==> src/rtl/apb_reg_pkg.sv <==
// apb_reg_pkg: shared types and constants for the APB register bridge.
//   state_t    - bridge FSM states
//   WR_LATENCY - APB access cycles for a write or an error, PREADY cycle included
//   RD_LATENCY - APB access cycles for a read, PREADY cycle included
package apb_reg_pkg;

  typedef enum logic [1:0] {
    IDLE,
    ISSUE,
    WAIT_RD,
    RESP
  } state_t;

  localparam int unsigned WR_LATENCY = 2;
  localparam int unsigned RD_LATENCY = 3;

endpackage

==> src/rtl/apb_reg_bridge.sv <==
// apb_reg_bridge: APB slave front-end for the general-purpose register bank.
// It turns each APB transfer into a single-cycle read_flag/write_flag strobe.
// The address and write data are held on amba_addr/data_in for the registers.
// Reads add one wait state to cover the bank's registered read latency.
// Out-of-range addresses get a PSLVERR response and produce no strobe.
//   SYS_CLK, rst        - clock (rising edge), synchronous active-high reset
//   PSEL..PWDATA        - APB request inputs
//   PRDATA/PREADY/PSLVERR - APB response (registered)
//   reg_rdata           - OR-combined data_out of the register bank
//   amba_addr, data_in  - address / write data broadcast to the registers
//   read_flag, write_flag - one-cycle strobes to the registers
module apb_reg_bridge
  import apb_reg_pkg::*;
#(
  parameter int unsigned DATA_WIDTH = 8,
  parameter int unsigned NUM_REGS   = 16
) (
  input  logic                  SYS_CLK,
  input  logic                  rst,
  input  logic                  PSEL,
  input  logic                  PENABLE,
  input  logic                  PWRITE,
  input  logic [DATA_WIDTH-1:0] PADDR,
  input  logic [DATA_WIDTH-1:0] PWDATA,
  output logic [DATA_WIDTH-1:0] PRDATA,
  output logic                  PREADY,
  output logic                  PSLVERR,
  input  logic [DATA_WIDTH-1:0] reg_rdata,
  output logic [DATA_WIDTH-1:0] amba_addr,
  output logic [DATA_WIDTH-1:0] data_in,
  output logic                  read_flag,
  output logic                  write_flag
);

  state_t state;
  logic   dir;   // latched PWRITE
  logic   err;   // latched out-of-range flag

  always_ff @(posedge SYS_CLK) begin
    if (rst) begin
      state      <= IDLE;
      dir        <= 1'b0;
      err        <= 1'b0;
      PRDATA     <= '0;
      PREADY     <= 1'b0;
      PSLVERR    <= 1'b0;
      amba_addr  <= '0;
      data_in    <= '0;
      read_flag  <= 1'b0;
      write_flag <= 1'b0;
    end else begin
      // Strobes are pulses: they are asserted only on the edge leaving ISSUE.
      read_flag  <= 1'b0;
      write_flag <= 1'b0;
      case (state)
        IDLE: begin
          PREADY  <= 1'b0;
          PSLVERR <= 1'b0;
          PRDATA  <= '0;
          if (PSEL && !PENABLE) begin
            amba_addr <= PADDR;
            data_in   <= PWDATA;
            dir       <= PWRITE;
            // Widened compare so NUM_REGS == 2**DATA_WIDTH stays correct.
            err       <= (32'(PADDR) >= NUM_REGS);
            state     <= ISSUE;
          end
        end
        ISSUE: begin
          if (!PSEL) begin
            state <= IDLE;
          end else if (PENABLE) begin
            if (err) begin
              PREADY  <= 1'b1;
              PSLVERR <= 1'b1;
              PRDATA  <= '0;
              state   <= RESP;
            end else if (dir) begin
              write_flag <= 1'b1;
              PREADY     <= 1'b1;
              PRDATA     <= '0;
              state      <= RESP;
            end else begin
              read_flag <= 1'b1;
              state     <= WAIT_RD;
            end
          end
        end
        WAIT_RD: begin
          if (!PSEL) begin
            state <= IDLE;
          end else begin
            PRDATA  <= reg_rdata;
            PREADY  <= 1'b1;
            PSLVERR <= 1'b0;
            state   <= RESP;
          end
        end
        RESP: begin
          PREADY  <= 1'b0;
          PSLVERR <= 1'b0;
          PRDATA  <= '0;
          state   <= IDLE;
        end
        default: state <= IDLE;
      endcase
    end
  end

endmodule

==> config.mk <==
export PLATFORM = sky130hd
export DESIGN_NAME = apb_reg_bridge
export DESIGN_NICKNAME = d
export VERILOG_FILES = /design/src/rtl/apb_reg_pkg.sv /design/src/rtl/apb_reg_bridge.sv
export SDC_FILE = /design/constraint.sdc
export NUM_CORES = 1
export LEC_CHECK = 0
export ABC_CLOCK_PERIOD_IN_PS = 2150
export BUFFER_PORTS_ARGS = -buffer_cell sky130_fd_sc_hd__clkbuf_2
export CAP_MARGIN = 20
export CORE_MARGIN = 3
export CORE_UTILIZATION = 47
export CTS_BUF_LIST = sky130_fd_sc_hd__clkbuf_16
export DETAILED_ROUTE_END_ITERATION = 7
export GPL_TIMING_DRIVEN = 0
export HOLD_SLACK_MARGIN = 0.08
export PLACE_DENSITY_LB_ADDON = 0.05
export SLEW_MARGIN = 20
export SYNTH_ARGS = -nofsm -noshare
export SYNTH_HDL_FRONTEND = slang
export SYNTH_SLANG_ARGS = --single-unit
==> constraint.sdc <==
create_clock -name SYS_CLK -period 2.15 [get_ports SYS_CLK]
set_clock_uncertainty 0.05 [all_clocks]
set_input_delay 0.1075 -clock SYS_CLK [delete_from_list [all_inputs] [get_ports SYS_CLK]]
set_output_delay 0.1075 -clock SYS_CLK [all_outputs]
set_load 0.03 [all_outputs]
==> qor_table.md <==
| Group | Result | Reported |
|:---|:---|:---|
| sta | Slew Viols, Final | 0 |
| synth | Avg Inst Size Synth | 9.07 sq um |
| sta | Slew Limit Headroom | 0.696 |
| routing | Number of vias per cell | 5.19 |
| critical path | Data required time at the worst endpoint | 2240 ps |
| clock tree | Worst skew pair latency | 280 ps |
| synth | Adder-cell share of the synthesized area | 0.0445 |
| routing | Number of DRC markers after the initial detailed-route iteration | 49 |
| place | HPWL after detailed placement | 2.43 mm |
| routing | Number of design rule violations left after detail routing | 0 |
| clock tree | Count of hold buffers inserted by post-cts repair | 25 |
| floorplanning | # IOs | 57 |
| sta | Max Freq | 564 MHz |
| power and ir drop | Static leakage | 0.990 nW |
| synth | Cell variety after synth | 28 |
| synth | Synthesized-area fraction occupied by and/or/nand/nor cells | 0.176 |
| place | Number of placed cells counting well taps | 242 |
| sta | Final critical path time including I/O delays and setup | 1770 ps |
| finish | Synthesis-to-layout area growth | 52.1% |
| finish | Count of filler cells inserted in the layout | 198 |
| critical path | Setup crit start kind | register |
| finish | ANT cells | 0 |
| grt | Met3 Use GR | 0.0617 |
| floorplanning | Die Area | 3680 sq um |
| grt | Maximum number of pins on one net before global-route repair | 11 |
| floorplanning | Std-Cell Rows | 19 |
| sta | Setup Total Neg Slack | 0 ps |
| routing | Via count | 1426 |
| clock tree | Clock tree from TritonCTS | built |
| clock tree | Post_cts resized | 0 |
| clock tree | Maximum level of the CTS H-tree | 2 |
| sta | # setup viols final | 0 |
| synth | Compound-Gate Fraction of Synth Area | 0.254 |
| synth | Number of flops mapped to enable cells by yosys | 0 |
| floorplanning | Effective utilization at floorplan | 0.501 |
| synth | Most used flip-flop cell after synthesis | dfxtp_1 |
| synth | Cell type contributing the most total cell area after synthesis | dfxtp_1 |
| synth | Ys Warns | 0 |
| synth | Largest family of logic cells by synthesized area | compound AO/OA/AOI/OAI gates |
| clock tree | TritonCTS Buffers | 5 |
| synth | Synth area leaders | dfxtp_1, nand2_1, a221oi_2 |
| floorplanning | Die Span Y | 60.7 um |
| worst hold path | Classification of the worst-slack hold path | in -> reg |
| synth | Gate count after technology mapping | 155 |
| grt | Initial antenna violation count | 0 |
| critical path | Worst setup path class | reg -> reg |
| synth | Sequential area share after synthesis | 0.456 |
| grt | Busiest layer in global routing | met2 |
| run status | Result of the run | finished clean |
| synth | Share of synthesized registers carrying an async set or reset | 0 |
| critical path | Element type at the critical path end | register |
| power and ir drop | Peak supply drop | 0.632 mV |
| sta | Hold Vio Cnt, Final | 0 |
| synth | Flip-flop and latch count after synthesis | 32 |
| synth | Total standard cell area after synthesis | 1410 sq um |
| synth | Fraction of synthesized area in multiplexers | 0.0214 |
| critical path | Arrival time at the worst endpoint | 1870 ps |
| clock tree | Post-CTS setup buffer count | 0 |
| routing | Detail Route Antenna Nets | 0 |
| sta | Worst-case hold slack | 124 ps |
| sta | Unrepaired setup endpoints after global routing | no |
| sta | Tcrit/Tclk final | 0.824 |
| synth | Share of Yosys cell area claimed by the top area cell type | 0.456 |
| floorplanning | Floorplan core area | 2810 sq um |
| synth | Most frequent cells after synthesis | nand2_1, dfxtp_1, a21oi_1, nor2_1 |
| synth | Most frequently used cell type in the post-synthesis netlist | nand2_1 |
| finish | Nets | 277 |
| synth | Number of nets produced by synthesis | 189 |
| finish | Share of post-route cells with drive strength above 1 | 0.328 |
| routing | WL per Instance | 12.9 um |
| grt | Global routing met1 resource utilization | 0.246 |
| place | Post-placement worst setup slack | 386 ps |
| routing | Drt pass-1 iters | 4 |
| clock tree | Clock edge transition at the registers on the reported setup and hold paths | 50 ps |
| run | Max-cap viol count | 0 |
| clock tree | Maximum number of buffers from clock root to sink | 2 |
| grt | Met2 track demand over resource | 0.371 |
| grt | Overall track demand over capacity in global routing | 0.211 |
| grt | Number of global-route vias before repair | 1414 |
| critical path | Largest driver fanout on the critical path | 10 |
| place | Input/output buffers | 56 |
| synth | Post-synthesis share of cell area spent on xor and xnor gates | 0 |
| floorplanning | Die X | 60.7 um |
| grt | Total grt overflow | 0 |
| sta | Least-Margin Pin Slew | 455 ps |
| grt | Wire length of the first global-routing pass | 5.84 mm |
| finish | Post-route insts no fill | 275 |
| clock tree | Cell chosen for the clock root | clkbuf_16 |
| routing | Final WL | 3.56 mm |
| sta | Smallest setup slack after layout | 377 ps |
| clock tree | Clk sinks | 32 |
| place | Last weighted congestion value of the routability-driven placer | 0.770 |
| power and ir drop | Power per cell area | 820 nW/um^2 |
[critical path: stages (launching register included)]
cell and delay, ps:
dfxtp_1 350, inv_1 90, ha_1 180, buf_4 170
o21ba_1 180, buf_2 180, a21oi_1 190, mux2i_1 200
nor2_1 50
[routing by layer]
layer | up-vias | share of wire
li1 | 721 | -
met5 | - | 0
met1 | 659 | 0.45
met4 | 0 | 0.011
met2 | 39 | 0.49
met3 | 7 | 0.054
[cell usage in the layout (no fill, tap or decap)]
cell / synthesis / routed
clkinv_2: 0 / 1
nand2_2: 1 / 1
buf_2: 4 / 4
mux2i_1: 3 / 3
buf_4: 2 / 2
inv_1: 3 / 4
nor3_1: 1 / 1
nand4b_1: 1 / 1
and2b_4: 1 / 1
nand2b_1: 2 / 2
and2_1: 2 / 2
clkbuf_2: 0 / 56
dlygate4sd3_1: 0 / 25
nor3b_1: 1 / 1
a221oi_2: 8 / 8
clkbuf_1: 3 / 3
bufinv_16: 0 / 1
a22o_1: 8 / 8
ha_1: 5 / 5
dfxtp_1: 32 / 32
o2111a_1: 1 / 1
a21oi_1: 22 / 22
clkbuf_16: 0 / 5
o41ai_1: 1 / 1
buf_6: 1 / 1
o2111ai_1: 1 / 1
o21ba_1: 1 / 1
nand2_1: 36 / 36
nor2_1: 11 / 11
o21ai_1: 1 / 1
a211oi_1: 1 / 1
o21ai_0: 1 / 1
and3b_1: 1 / 1
[layout make-up]
| type | count | area (sq um) | share of cell area |
|---|---|---|---|
| multi-input cells | 110 | 697 | 0.326 |
| clock inverters | 3 | 38.8 | 0.0181 |
| inverters | 3 | 11.3 | 0.00526 |
| plain buffers | 10 | 57.6 | 0.0269 |
| well taps | 31 | 38.8 | 0.0181 |
| flip-flops and latches | 32 | 641 | 0.299 |
| repair buffers | 81 | 531 | 0.248 |
| clock buffers | 5 | 125 | 0.0585 |
[path summary, 6_finish.rpt]
kind                 from  cells past startpoint  slack, ps            to
min reg2reg  amba_addr[5]                      2        410  amba_addr[5]
min               PENABLE                      3        120     read_flag
max reg2reg      state[1]                      8        380       PSLVERR
max              state[1]                      8        380       PSLVERR
[cell families (layout without fill, tap and decap cells)]
logic type / count (synthesis) / after routing
and+or+nand+nor: 57 / 57
DFF: 32 / 32
AOI/OAI and AO/OA: 45 / 45
buffers and inverters: 13 / 102
adders and majority gates: 5 / 5
muxes: 3 / 3
[report_power, final]
part           internal (mW)  switching, mW  leakage, nW
sequential             0.627         0.0222        0.260
combinational          0.135          0.194        0.645
clock                  0.539          0.238       0.0850
[registers in the layout, indices dropped and copies added, names as in the netlist]
signal and flops:
amba_addr 8, PREADY 1, read_flag 1, state 2, PRDATA 8, dir 1, err 1, data_in 8
PSLVERR 1, write_flag 1
[metrics by stage]
step / area, sq um / total power [mW] / util
6_report: 2140 / 1.75 / 0.763
4_1_cts: 2140 / 1.77 / 0.763
2_1_floorplan: 1410 / 0.858 / -
3_5_place_dp: 1730 / 0.952 / 0.615
3_3_place_gp: 1730 / 0.941 / 0.615
5_1_grt: 2140 / 1.83 / 0.763
Note: power is estimated with default switching activity, not from simulation.
